<file path="src/rtl/updown_mod_counter_if.sv">
// Control/status bundle for updown_mod_counter; presc exists only when
// CNT_PRESCALE_EN is defined.
interface updown_mod_counter_if #(
   parameter int WIDTH   = 8,
   parameter int PRESC_W = 4
);
   logic             clr;
   logic             clr_flags;
   logic             load;
   logic [WIDTH-1:0] load_val;
   logic             pause;
   logic             dir;
   logic [WIDTH-1:0] limit;
   logic [WIDTH-1:0] count;
   logic             zero;
   logic             tc;
   logic             ovf;
   logic             unf;
`ifdef CNT_PRESCALE_EN
   logic [PRESC_W-1:0] presc;
`endif

   if (WIDTH < 2 || PRESC_W < 1) begin : g_param_check
      $error("updown_mod_counter_if: bad WIDTH/PRESC_W");
   end

   modport master (
`ifdef CNT_PRESCALE_EN
      output presc,
`endif
      output clr, clr_flags, load, load_val, pause, dir, limit,
      input  count, zero, tc, ovf, unf
   );

   modport slave (
`ifdef CNT_PRESCALE_EN
      input  presc,
`endif
      input  clr, clr_flags, load, load_val, pause, dir, limit,
      output count, zero, tc, ovf, unf
   );
endinterface

</file>
<file path="src/rtl/updown_mod_counter.sv">
// Parametrised up/down modulo counter with wrap/saturate, terminal-count pulse
// and sticky ovf/unf flags. Optional step prescaler: define CNT_PRESCALE_EN.
module updown_mod_counter #(
   parameter int WIDTH    = 8,
   parameter int SATURATE = 0,
   parameter int PRESC_W  = 4
) (
   input logic                 clk,
   input logic                 reset,
   updown_mod_counter_if.slave bus
);
   logic [WIDTH-1:0] count_r;
   logic [WIDTH-1:0] count_nxt_s;
   logic             tc_r;
   logic             tc_nxt_s;
   logic             ovf_r;
   logic             unf_r;
   logic             ovf_set_s;
   logic             unf_set_s;
   logic             tick_s;

   if (WIDTH < 2 || PRESC_W < 1) begin : g_param_check
      $error("updown_mod_counter: bad WIDTH/PRESC_W");
   end

`ifdef CNT_PRESCALE_EN
   logic [PRESC_W-1:0] presc_r;
   logic [PRESC_W-1:0] presc_nxt_s;

   // Prescaler phase: frozen by pause, zeroed by clr/load, tick at presc.
   always_comb begin
      presc_nxt_s = presc_r;
      tick_s      = 1'b0;
      if (bus.clr || bus.load) begin
         presc_nxt_s = {PRESC_W{1'b0}};
      end else if (bus.pause) begin
         presc_nxt_s = presc_r;
      end else if (presc_r == bus.presc) begin
         presc_nxt_s = {PRESC_W{1'b0}};
         tick_s      = 1'b1;
      end else begin
         presc_nxt_s = presc_r + PRESC_W'(1);
      end
   end

   // Prescaler register.
   always_ff @(posedge clk or negedge reset) begin
      if (!reset) begin
         presc_r <= {PRESC_W{1'b0}};
      end else begin
         presc_r <= presc_nxt_s;
      end
   end
`else
   assign tick_s = 1'b1;
`endif

   // Next count and boundary events; priority clr > load > pause > step.
   always_comb begin
      count_nxt_s = count_r;
      tc_nxt_s    = 1'b0;
      ovf_set_s   = 1'b0;
      unf_set_s   = 1'b0;
      if (bus.clr) begin
         count_nxt_s = {WIDTH{1'b0}};
      end else if (bus.load) begin
         count_nxt_s = bus.load_val;
      end else if (bus.pause || !tick_s) begin
         count_nxt_s = count_r;
      end else begin
         case (bus.dir)
            1'b0: begin
               // count above limit also counts as the upper boundary
               if (count_r < bus.limit) begin
                  count_nxt_s = count_r + WIDTH'(1);
               end else begin
                  count_nxt_s = (SATURATE != 0) ? count_r : {WIDTH{1'b0}};
                  tc_nxt_s    = 1'b1;
                  ovf_set_s   = 1'b1;
               end
            end
            1'b1: begin
               if (count_r != {WIDTH{1'b0}}) begin
                  count_nxt_s = count_r - WIDTH'(1);
               end else begin
                  count_nxt_s = (SATURATE != 0) ? {WIDTH{1'b0}} : bus.limit;
                  tc_nxt_s    = 1'b1;
                  unf_set_s   = 1'b1;
               end
            end
            default: count_nxt_s = count_r;
         endcase
      end
   end

   // Count, terminal-count pulse and sticky flags (set beats clr_flags).
   always_ff @(posedge clk or negedge reset) begin
      if (!reset) begin
         count_r <= {WIDTH{1'b0}};
         tc_r    <= 1'b0;
         ovf_r   <= 1'b0;
         unf_r   <= 1'b0;
      end else begin
         count_r <= count_nxt_s;
         tc_r    <= tc_nxt_s;
         ovf_r   <= ovf_set_s | (ovf_r & ~bus.clr_flags);
         unf_r   <= unf_set_s | (unf_r & ~bus.clr_flags);
      end
   end

   assign bus.count = count_r;
   assign bus.zero  = (count_r == {WIDTH{1'b0}});
   assign bus.tc    = tc_r;
   assign bus.ovf   = ovf_r;
   assign bus.unf   = unf_r;
endmodule

</file>
<file path="src/flat_wrapper.sv">
// flat-port wrapper written by rule: the top's interface ports become plain ports
module updown_mod_counter_flat 
#(
   parameter int WIDTH    = 8,
   parameter int SATURATE = 0,
   parameter int PRESC_W  = 4
)
  (clk, reset, bus_clr, bus_clr_flags, bus_load, bus_load_val, bus_pause, bus_dir, bus_limit, bus_count, bus_zero, bus_tc, bus_ovf, bus_unf);
  updown_mod_counter_if #(.WIDTH(WIDTH), .PRESC_W(PRESC_W)) bus_i ();
  input logic clk;
  input logic reset;
  input wire logic [$bits(bus_i.clr)-1:0] bus_clr;
  input wire logic [$bits(bus_i.clr_flags)-1:0] bus_clr_flags;
  input wire logic [$bits(bus_i.load)-1:0] bus_load;
  input wire logic [$bits(bus_i.load_val)-1:0] bus_load_val;
  input wire logic [$bits(bus_i.pause)-1:0] bus_pause;
  input wire logic [$bits(bus_i.dir)-1:0] bus_dir;
  input wire logic [$bits(bus_i.limit)-1:0] bus_limit;
  output wire logic [$bits(bus_i.count)-1:0] bus_count;
  output wire logic [$bits(bus_i.zero)-1:0] bus_zero;
  output wire logic [$bits(bus_i.tc)-1:0] bus_tc;
  output wire logic [$bits(bus_i.ovf)-1:0] bus_ovf;
  output wire logic [$bits(bus_i.unf)-1:0] bus_unf;
  assign bus_i.clr = bus_clr;
  assign bus_i.clr_flags = bus_clr_flags;
  assign bus_i.load = bus_load;
  assign bus_i.load_val = bus_load_val;
  assign bus_i.pause = bus_pause;
  assign bus_i.dir = bus_dir;
  assign bus_i.limit = bus_limit;
  assign bus_count = bus_i.count;
  assign bus_zero = bus_i.zero;
  assign bus_tc = bus_i.tc;
  assign bus_ovf = bus_i.ovf;
  assign bus_unf = bus_i.unf;
  updown_mod_counter #(.WIDTH(WIDTH), .SATURATE(SATURATE), .PRESC_W(PRESC_W)) u_core (.clk(clk), .reset(reset), .bus(bus_i));
endmodule
</file>
<file path="config.mk">
export PLATFORM = sky130hd
export DESIGN_NAME = updown_mod_counter_flat
export DESIGN_NICKNAME = d
export VERILOG_FILES = /design/src/rtl/updown_mod_counter_if.sv /design/src/rtl/updown_mod_counter.sv /design/src/flat_wrapper.sv
export SDC_FILE = /design/constraint.sdc
export NUM_CORES = 1
export LEC_CHECK = 0
export ABC_CLOCK_PERIOD_IN_PS = 2000
export BUFFER_PORTS_ARGS = -buffer_cell sky130_fd_sc_hd__buf_2
export CORE_MARGIN = 5
export CORE_UTILIZATION = 30
export CTS_CLUSTER_SIZE = 30
export DETAILED_ROUTE_END_ITERATION = 12
export PLACE_DENSITY_LB_ADDON = 0.1
export RECOVER_POWER = 100
export SLEW_MARGIN = 15
export SYNTH_ARGS = -nofsm -noshare
export SYNTH_HDL_FRONTEND = slang
export SYNTH_SLANG_ARGS = --single-unit
export TNS_END_PERCENT = 5
</file>
<file path="constraint.sdc">
create_clock -name clk -period 2 [get_ports clk]
set_clock_uncertainty 0.05 [all_clocks]
set_input_delay 0.4 -clock clk [delete_from_list [all_inputs] [get_ports clk]]
set_output_delay 0.4 -clock clk [all_outputs]
set_load 0.02 [all_outputs]
</file>
==> impl_summary.log, run 1 <==
INFO  metric relSlewSlack = between 50 and 60%
INFO  metric share_of_synthesized_flip_flops_with_an_asynchronous_set_or_reset = 100%
INFO  metric dieHeight = 74.2 um
INFO  metric fp.dieArea = approximately 5500 um^2
INFO  metric clockBufferDepth = 2
INFO  metric critical_path.max_stage_delay = 0.53 ns
INFO  metric max_slew.worst_pin.slew = about 0.64 ns
INFO  metric cts_setup_buffers = 0
INFO  metric dr.first_iter.drc_count = 48
INFO  metric postSynthNetCount = 185
INFO  metric report.final.hold_viol_count = 0
INFO  metric finalMaxSlewViolations = 0
INFO  metric floorplan.initialDensity = 30.9%
INFO  metric globalplace.congestion = between 0.8 and 0.9
INFO  metric setup_repair_after_global_routing_missed_its_margin = yes
INFO  metric synth_enable_flop_cells = 0
INFO  metric ctsHtreeMaxLevel = 1
INFO  metric remaining_drc_errors = 0
INFO  metric vias = between 1000 and 1500
INFO  metric sum_of_internal_switching_and_leakage_power = about 0.00096 W
INFO  metric clk_root_buf = clkbuf_8
INFO  metric worst_ir_drop_vdd = between 0.15 and 0.2 mV
INFO  metric max_cap_violations = 0
INFO  metric swShare = approximately two fifths
INFO  metric fin_hold_ws = approximately 0.31 ns
INFO  metric yosys_register_bits = 11
INFO  metric post_synth_inst_count = about 150
INFO  metric worst_setup_hold_path_clk_slew = 0.05 ns
INFO  metric power.share.clock = a little under a quarter
INFO  metric max_freq = 503 MHz
INFO  metric route.detailed.wl_per_inst = around 15 um
INFO  metric yosys_most_used_dff = dfrtp_1
INFO  metric grt_start_max_net_pins = 15
INFO  metric crit_path_end_kind = register
INFO  metric rows = 23
INFO  metric worst_hold_path_type = in2reg
INFO  metric floorplan.die.width = approximately 74 um
INFO  metric startpoint_type = register
INFO  metric route.detailed.vias_per_inst = 5.09
INFO  metric ys_types = between 40 and 50
INFO  metric coreArea = 4000 um^2
INFO  metric intPower = 0.000588 W
INFO  metric cp_cell_sequence = buf_6 > or4_4 > o41ai_2 > o41a_1 > o22ai_1 > a21o_1
INFO  metric layout_worst_path_cycle_share = slightly below 100%
INFO  metric timing.final.crit_period = just under 2 ns
INFO  metric drt_pre_antenna_iters = 4
INFO  metric total_switching_power = approximately 0.00037 W
INFO  metric cpMaxStageDelayCell = or4_4
INFO  metric grt_remaining_overflow = 0
INFO  metric crit_type = reg2reg
INFO  metric areaGrowthSynthToFinish = 30.0%
INFO  metric yosysTopAreaCellShare = 22.2%
INFO  metric grt_antenna_before_repair = 0
INFO  metric outcome = finished, final reports clean
INFO  metric synth_sequential_area_ratio = between 20 and 25%
INFO  metric cts_num_sinks = 11
INFO  metric power_per_cell_area = between 500 and 600 nW/um^2
INFO  metric critical_path.startpoint = u_core.bus.count[4]
INFO  metric cts_inserted_buffers = 3
INFO  metric layout.filler_cells = around 430
INFO  metric tritoncts = yes
INFO  metric power.leakage = just under 0.8 nW
INFO  metric timing.final.setup_violations = 0
INFO  metric hpwl = 3120 um
INFO  metric vias_in_the_first_global_route = 1263
INFO  metric totalWireLength = ~3800 um
INFO  metric nets = 231
INFO  metric ioPinCount = 35
INFO  metric timing.critical_path.fanout_max = 7
INFO  metric yosys-top-cells-area = dfrtp_1, ha_1, nor2_1, xor2_1, nand3_1
INFO  metric wire_length_of_the_first_global_routing_pass = a little over 6000 um
INFO  metric seq_pwr_share = between 20% and 30%
INFO  metric clkLatencyLatePin = about 0.24 ns
INFO  metric combinationalPowerShare = between 40% and 50%
INFO  metric hold_path.startpoint = bus_clr_flags
INFO  metric critPathArrivalTime = approximately 2.1 ns
INFO  metric gr-usage-all-layers = between 10% and 20%
INFO  metric mean_instance_size_in_the_synthesized_netlist = 8.14 um^2
INFO  metric reg2reg_from = u_core.bus.count[4]
INFO  metric antennaDiodeCount = 0
INFO  metric worst_ep_required_time = between 2 and 2.5 ns
INFO  metric final_antenna_net_count = 0
INFO  metric synth_area_leader_cell = dfrtp_1
INFO  metric final_util = between 40% and 50%
INFO  metric yosys_warnings = 0
INFO  metric mappedNetlistArea = roughly 1200 um^2
INFO  metric final_layout_size_suffix_gt1_share = between 20% and 30%
INFO  metric port_buffers = 34
[flip-flops by register name, summed over array words and instances, names as in the netlist]
signal,cells
u_core.bus.ovf,1
u_core.bus.unf,1
u_core.bus.tc,1
u_core.bus.count,8
[cell usage after synthesis, types with 2 or more instances]
cell type,instances
nor2_1,14
inv_1,12
dfrtp_1,11
nand2_1,11
ha_1,10
nand3_1,10
a21oi_1,9
nor3_1,6
xor2_1,6
clkbuf_1,5
xnor2_1,5
a211o_1,4
buf_2,4
a211oi_1,3
nor2b_1,3
and2_1,2
and3_1,2
buf_6,2
nand4_1,2
nor3_2,2
o211ai_1,2
o21a_1,2
o22ai_1,2
or3_1,2
[cell families after synthesis]
group                      Yosys count  synth area share, %
and+or+nand+nor                     61                 27.9
AOI/OAI and AO/OA                   34                 22.2
buffers and inverters               24                 8.90
xor gates and xnor gates            11                 7.79
DFF                                 11                 22.2
adders and majority gates           10                 10.1
muxes                                1                0.809
[placed cells by master, fill, tap and decap left out, drive strengths merged, types with 3 or more instances in the layout]
master	instances
a211o	4
a211oi	3
a21oi	9
buf	41
clkbuf	13
dfrtp	11
ha	10
inv	12
nand2	11
nand3	10
nor2	14
nor2b	3
nor3	8
nor4	3
xnor2	5
xor2	6
[power groups by stage]
stage | logic, W | registers, W | clock network, W
global route | 0.000513 | 0.000269 | 0.000245
finish | 0.000466 | 0.000267 | 0.000226
floorplan | 0.000276 | 0.000287 | 0
detailed placement | 0.000456 | 0.000267 | 0
CTS | 0.000460 | 0.000264 | 0.000228
global placement | 0.000460 | 0.000267 | 0
[stage by stage]
step | TNS (ns) | worst slack, ns | instances | cell area, um^2
after CTS | 0 | 0.00460 | 247 | 1590
after floorplan | 0 | 0.0824 | 152 | 1240
after detailed placement | -0.165 | -0.0410 | 242 | 1540
after global placement | 0 | 0.00337 | 242 | 1540
after global routing | -0.0998 | -0.0526 | 247 | 1610
final | 0 | 0.0131 | 247 | 1610
[cell type report]
type | instances | area, um^2 | area share, %
inverters | 13 | 48.8 | 3.03
multi-input cells | 117 | 872 | 54.2
flip-flops and latches | 11 | 277 | 17.2
well taps | 50 | 62.6 | 3.89
repair buffers | 52 | 303 | 18.8
clock buffers | 3 | 41.3 | 2.57
clock inverters | 1 | 5.00 | 0.311
[path summary, 6_finish.rpt]
kind / to / slack (ns) / cells after the start
worst max-delay path: u_core.bus.count[7] / 0.01 / 6
worst min register to register: u_core.bus.unf / 0.49 / 2
min in group asynchronous: u_core.bus.tc / 0.64 / 2
max in group asynchronous: u_core.bus.count[4] / 0.81 / 2
worst max register to register: u_core.bus.count[7] / 0.01 / 6
worst min-delay path: u_core.bus.ovf / 0.31 / 2
[critical path, delay by kind of cell, from the launching register on]
family | cells | cell delay (ns)
flip-flops | 1 | 0.45
AO/OA/AOI/OAI | 4 | 0.70
AND/OR/NAND/NOR | 1 | 0.53
buffers and inverters | 1 | 0.15
[per-layer routing]
metal	part of all wire (%)	global-route usage (%)	up-vias
li1	-	-	637
met1	48	20.7	588
met2	46	22.8	29
met3	4.9	2.30	4
met4	1.2	4.74	0
met5	0	0	-
[what timing repair did]
item,CTS,global route
endpoints found under the hold margin,11,0
hold buffers,1,0
resized for setup,0,6
endpoints found under the setup margin,0,3
(Power assumes the default switching activity.)
==> run 2: changes to the inputs <==
--- a/config.mk
+++ b/config.mk
@@ -12,7 +12,6 @@
 export CTS_CLUSTER_SIZE = 30
 export DETAILED_ROUTE_END_ITERATION = 12
 export PLACE_DENSITY_LB_ADDON = 0.1
-export RECOVER_POWER = 100
 export SLEW_MARGIN = 15
 export SYNTH_ARGS = -nofsm -noshare
 export SYNTH_HDL_FRONTEND = slang
==> run 2 against run 1 <==
Against the previous run: utilization up 0.31 points; sequential power about the same; first-iteration DRC count unchanged; final cell count unchanged; register-to-register slack about the same; cell area up 0.78%; critical path type unchanged; worst setup slack about the same; power up 0.43%; count of clock-buffer cells in the layout unchanged; largest cell class unchanged; fmax about the same.
==> impl_summary.log, run 2 (synthesis gave the netlist of run 1 again) <==
INFO  metric largest_register_ffs = 8 (unchanged)
INFO  metric layout.filler_cells = 426 (was 425)
INFO  metric layout_worst_path_cycle_share = 99.3% (about the same)
INFO  metric worst_setup_hold_path_clk_slew = 0.05 ns (about the same)
INFO  metric gr-usage-all-layers = 14.7% (unchanged)
INFO  metric rr_endpoint = u_core.bus.count[7] (unchanged)
INFO  metric regToRegSetupSlack = 0.01 ns (about the same)
INFO  metric ff2ff_path_depth = 6 (unchanged)
INFO  metric hold_path.startpoint = bus_clr_flags (unchanged)
INFO  metric dr.first_iter.drc_count = 48 (unchanged)
INFO  metric vias = 1254 (was 1258)
INFO  metric layout_common_cells = buf_2, buf_4, nor2_1, inv_1, nand2_1 (unchanged)
INFO  metric port_buffers = 34 (unchanged)
INFO  metric setup_repair_after_global_routing_missed_its_margin = yes (unchanged)
INFO  metric coreArea = 4000 um^2 (unchanged)
INFO  metric grt_start_max_net_pins = 15 (unchanged)
INFO  metric relSlewSlack = 76.3% (was 57.2%)
INFO  metric ctsHtreeMaxLevel = 1 (unchanged)
INFO  metric worst_ep_required_time = 2.08 ns (about the same)
INFO  metric cts_setup_buffers = 0 (unchanged)
INFO  metric hold_path_end = u_core.bus.ovf (unchanged)
INFO  metric critPathArrivalTime = 2.06 ns (about the same)
INFO  metric holdPathStages = 2 (unchanged)
INFO  metric floorplan.die.width = 74.2 um (unchanged)
INFO  metric outcome = finished, final reports clean (unchanged)
INFO  metric grt_antenna_before_repair = 0 (unchanged)
INFO  metric areaGrowthSynthToFinish = 31.0% (was 30.0%)
INFO  metric crit_type = reg2reg (unchanged)
INFO  metric power.leakage = 0.818 nW (was 0.780 nW)
INFO  metric final_util = 40.5% (was 40.2%)
INFO  metric floorplan.initialDensity = 30.9% (unchanged)
INFO  metric rows = 23 (unchanged)
INFO  metric timing.final.setup_violations = 0 (unchanged)
INFO  metric max_cap_violations = 0 (unchanged)
INFO  metric hpwl = 3120 um (unchanged)
INFO  metric antennaDiodeCount = 0 (unchanged)
INFO  metric worst_ir_drop_vdd = 0.165 mV (was 0.164 mV)
INFO  metric clockBufferDepth = 2 (unchanged)
INFO  metric report.final.hold_viol_count = 0 (unchanged)
INFO  metric max_slew.worst_pin.slew = 0.352 ns (was 0.642 ns)
INFO  metric dieHeight = 74.2 um (unchanged)
INFO  metric total_negative_setup_slack = 0 ns (unchanged)
INFO  metric fp.dieArea = 5510 um^2 (unchanged)
INFO  metric final_layout_size_suffix_gt1_share = 33.0% (was 27.9%)
INFO  metric max_freq = 503 MHz (about the same)
INFO  metric final_antenna_net_count = 0 (unchanged)
INFO  metric remaining_drc_errors = 0 (unchanged)
INFO  metric route.detailed.wl_per_inst = 15.3 um (was 15.4 um)
INFO  metric ioPinCount = 35 (unchanged)
INFO  metric timing.final.crit_period = 1.99 ns (about the same)
INFO  metric drt_pre_antenna_iters = 4 (unchanged)
INFO  metric nets = 231 (unchanged)
INFO  metric crit_path_end_kind = register (unchanged)
INFO  metric tritoncts = yes (unchanged)
INFO  metric cts_num_sinks = 11 (unchanged)
INFO  metric vias_in_the_first_global_route = 1263 (unchanged)
INFO  metric clkLatencyLatePin = 0.24 ns (about the same)
INFO  metric finalMaxSlewViolations = 0 (unchanged)
INFO  metric startpoint_type = register (unchanged)
INFO  metric final_common_cell = buf_2 (unchanged)
INFO  metric totalWireLength = 3770 um (was 3810 um)
INFO  metric worst_hold_path_type = in2reg (unchanged)
INFO  metric power_per_cell_area = 594 nW/um^2 (was 596 nW/um^2)
INFO  metric wire_length_of_the_first_global_routing_pass = 6210 um (unchanged)
INFO  metric globalplace.congestion = 0.842 (unchanged)
INFO  metric clk_root_buf = clkbuf_8 (unchanged)
INFO  metric grt_remaining_overflow = 0 (unchanged)
INFO  metric route.detailed.vias_per_inst = 5.08 (was 5.09)
INFO  metric fin_hold_ws = 0.312 ns (was 0.313 ns)
INFO  metric reg2reg_from = u_core.bus.count[4] (unchanged)
INFO  metric cts_inserted_buffers = 3 (unchanged)
INFO  metric timing.critical_path.fanout_max = 7 (unchanged)
[run 2: changes by cell type in the layout (fill, tap and decap cells not counted), sizes merged]
cell / previous run / this run
buf: 41 / 51
clkbuf: 13 / 3
[run 2: final cells by class]
cell class | instances | area, um^2 | area share (%)
Sequential cell | 11 | 277 | 17.1
Multi-Input combinational cell | 117 | 872 | 53.8
Timing Repair Buffer | 52 | 315 | 19.4
Clock buffer | 3 | 41.3 | 2.55
Tap cell | 50 | 62.6 | 3.86
Clock inverter | 1 | 5.00 | 0.309
Inverter | 13 | 48.8 | 3.01
[run 2: stage by stage]
| stage | setup slack, ns | cells | power, W | area (um^2) |
|---|---|---|---|---|
| CTS | 0.00460 | 247 | 0.000951 | 1590 |
| detailed placement | -0.0410 | 242 | 0.000723 | 1540 |
| finish | 0.0132 | 247 | 0.000963 | 1620 |
| floorplan | 0.0824 | 152 | 0.000563 | 1240 |
| global route | -0.0526 | 247 | 0.00103 | 1620 |
| global placement | 0.00337 | 242 | 0.000727 | 1540 |
[run 2: worst max-delay path by stage]
| stage | startpoint | slack [ns] | end | depth (start not counted) |
|---|---|---|---|---|
| after floorplan | u_core.bus.count[5] | 0.08 | bus_zero | 5 |
| after global placement | u_core.bus.count[4] | 0.003 | u_core.bus.count[7] | 6 |
| after detailed placement | bus_limit[7] | -0.04 | u_core.bus.count[4] | 7 |
| after CTS | u_core.bus.count[4] | 0.005 | u_core.bus.count[7] | 6 |
| after global routing | u_core.bus.count[4] | -0.05 | u_core.bus.count[7] | 6 |
| final | u_core.bus.count[4] | 0.01 | u_core.bus.count[7] | 6 |
[run 2: power by group]
group          internal (W)  switching, W
sequential         0.000242     0.0000252
clock              0.000137     0.0000892
combinational      0.000214      0.000256
[run 2: repair_timing]
| action | 4_1_cts | 5_1_grt |
|---|---|---|
| hold endpoints to repair | 11 | 0 |
| endpoints found under the setup margin | 0 | 3 |
| resized for setup | 0 | 6 |
| hold buffers | 1 | 0 |
[run 2: worst max-delay path, stage by stage, from the launching register on]
cell and delay (ns):
dfrtp_2 0.45, buf_6 0.15, or4_4 0.53, o41ai_2 0.21
o41a_1 0.23, o22ai_1 0.09, a21o_1 0.17
[run 2: metal layers]
layer,wire length [um],vias to the layer above,GRT usage (%)
li1,-,640,-
met1,1810,581,20.7
met2,1730,29,22.8
met3,182,4,2.30
met4,44,0,4.74
met5,0,-,0
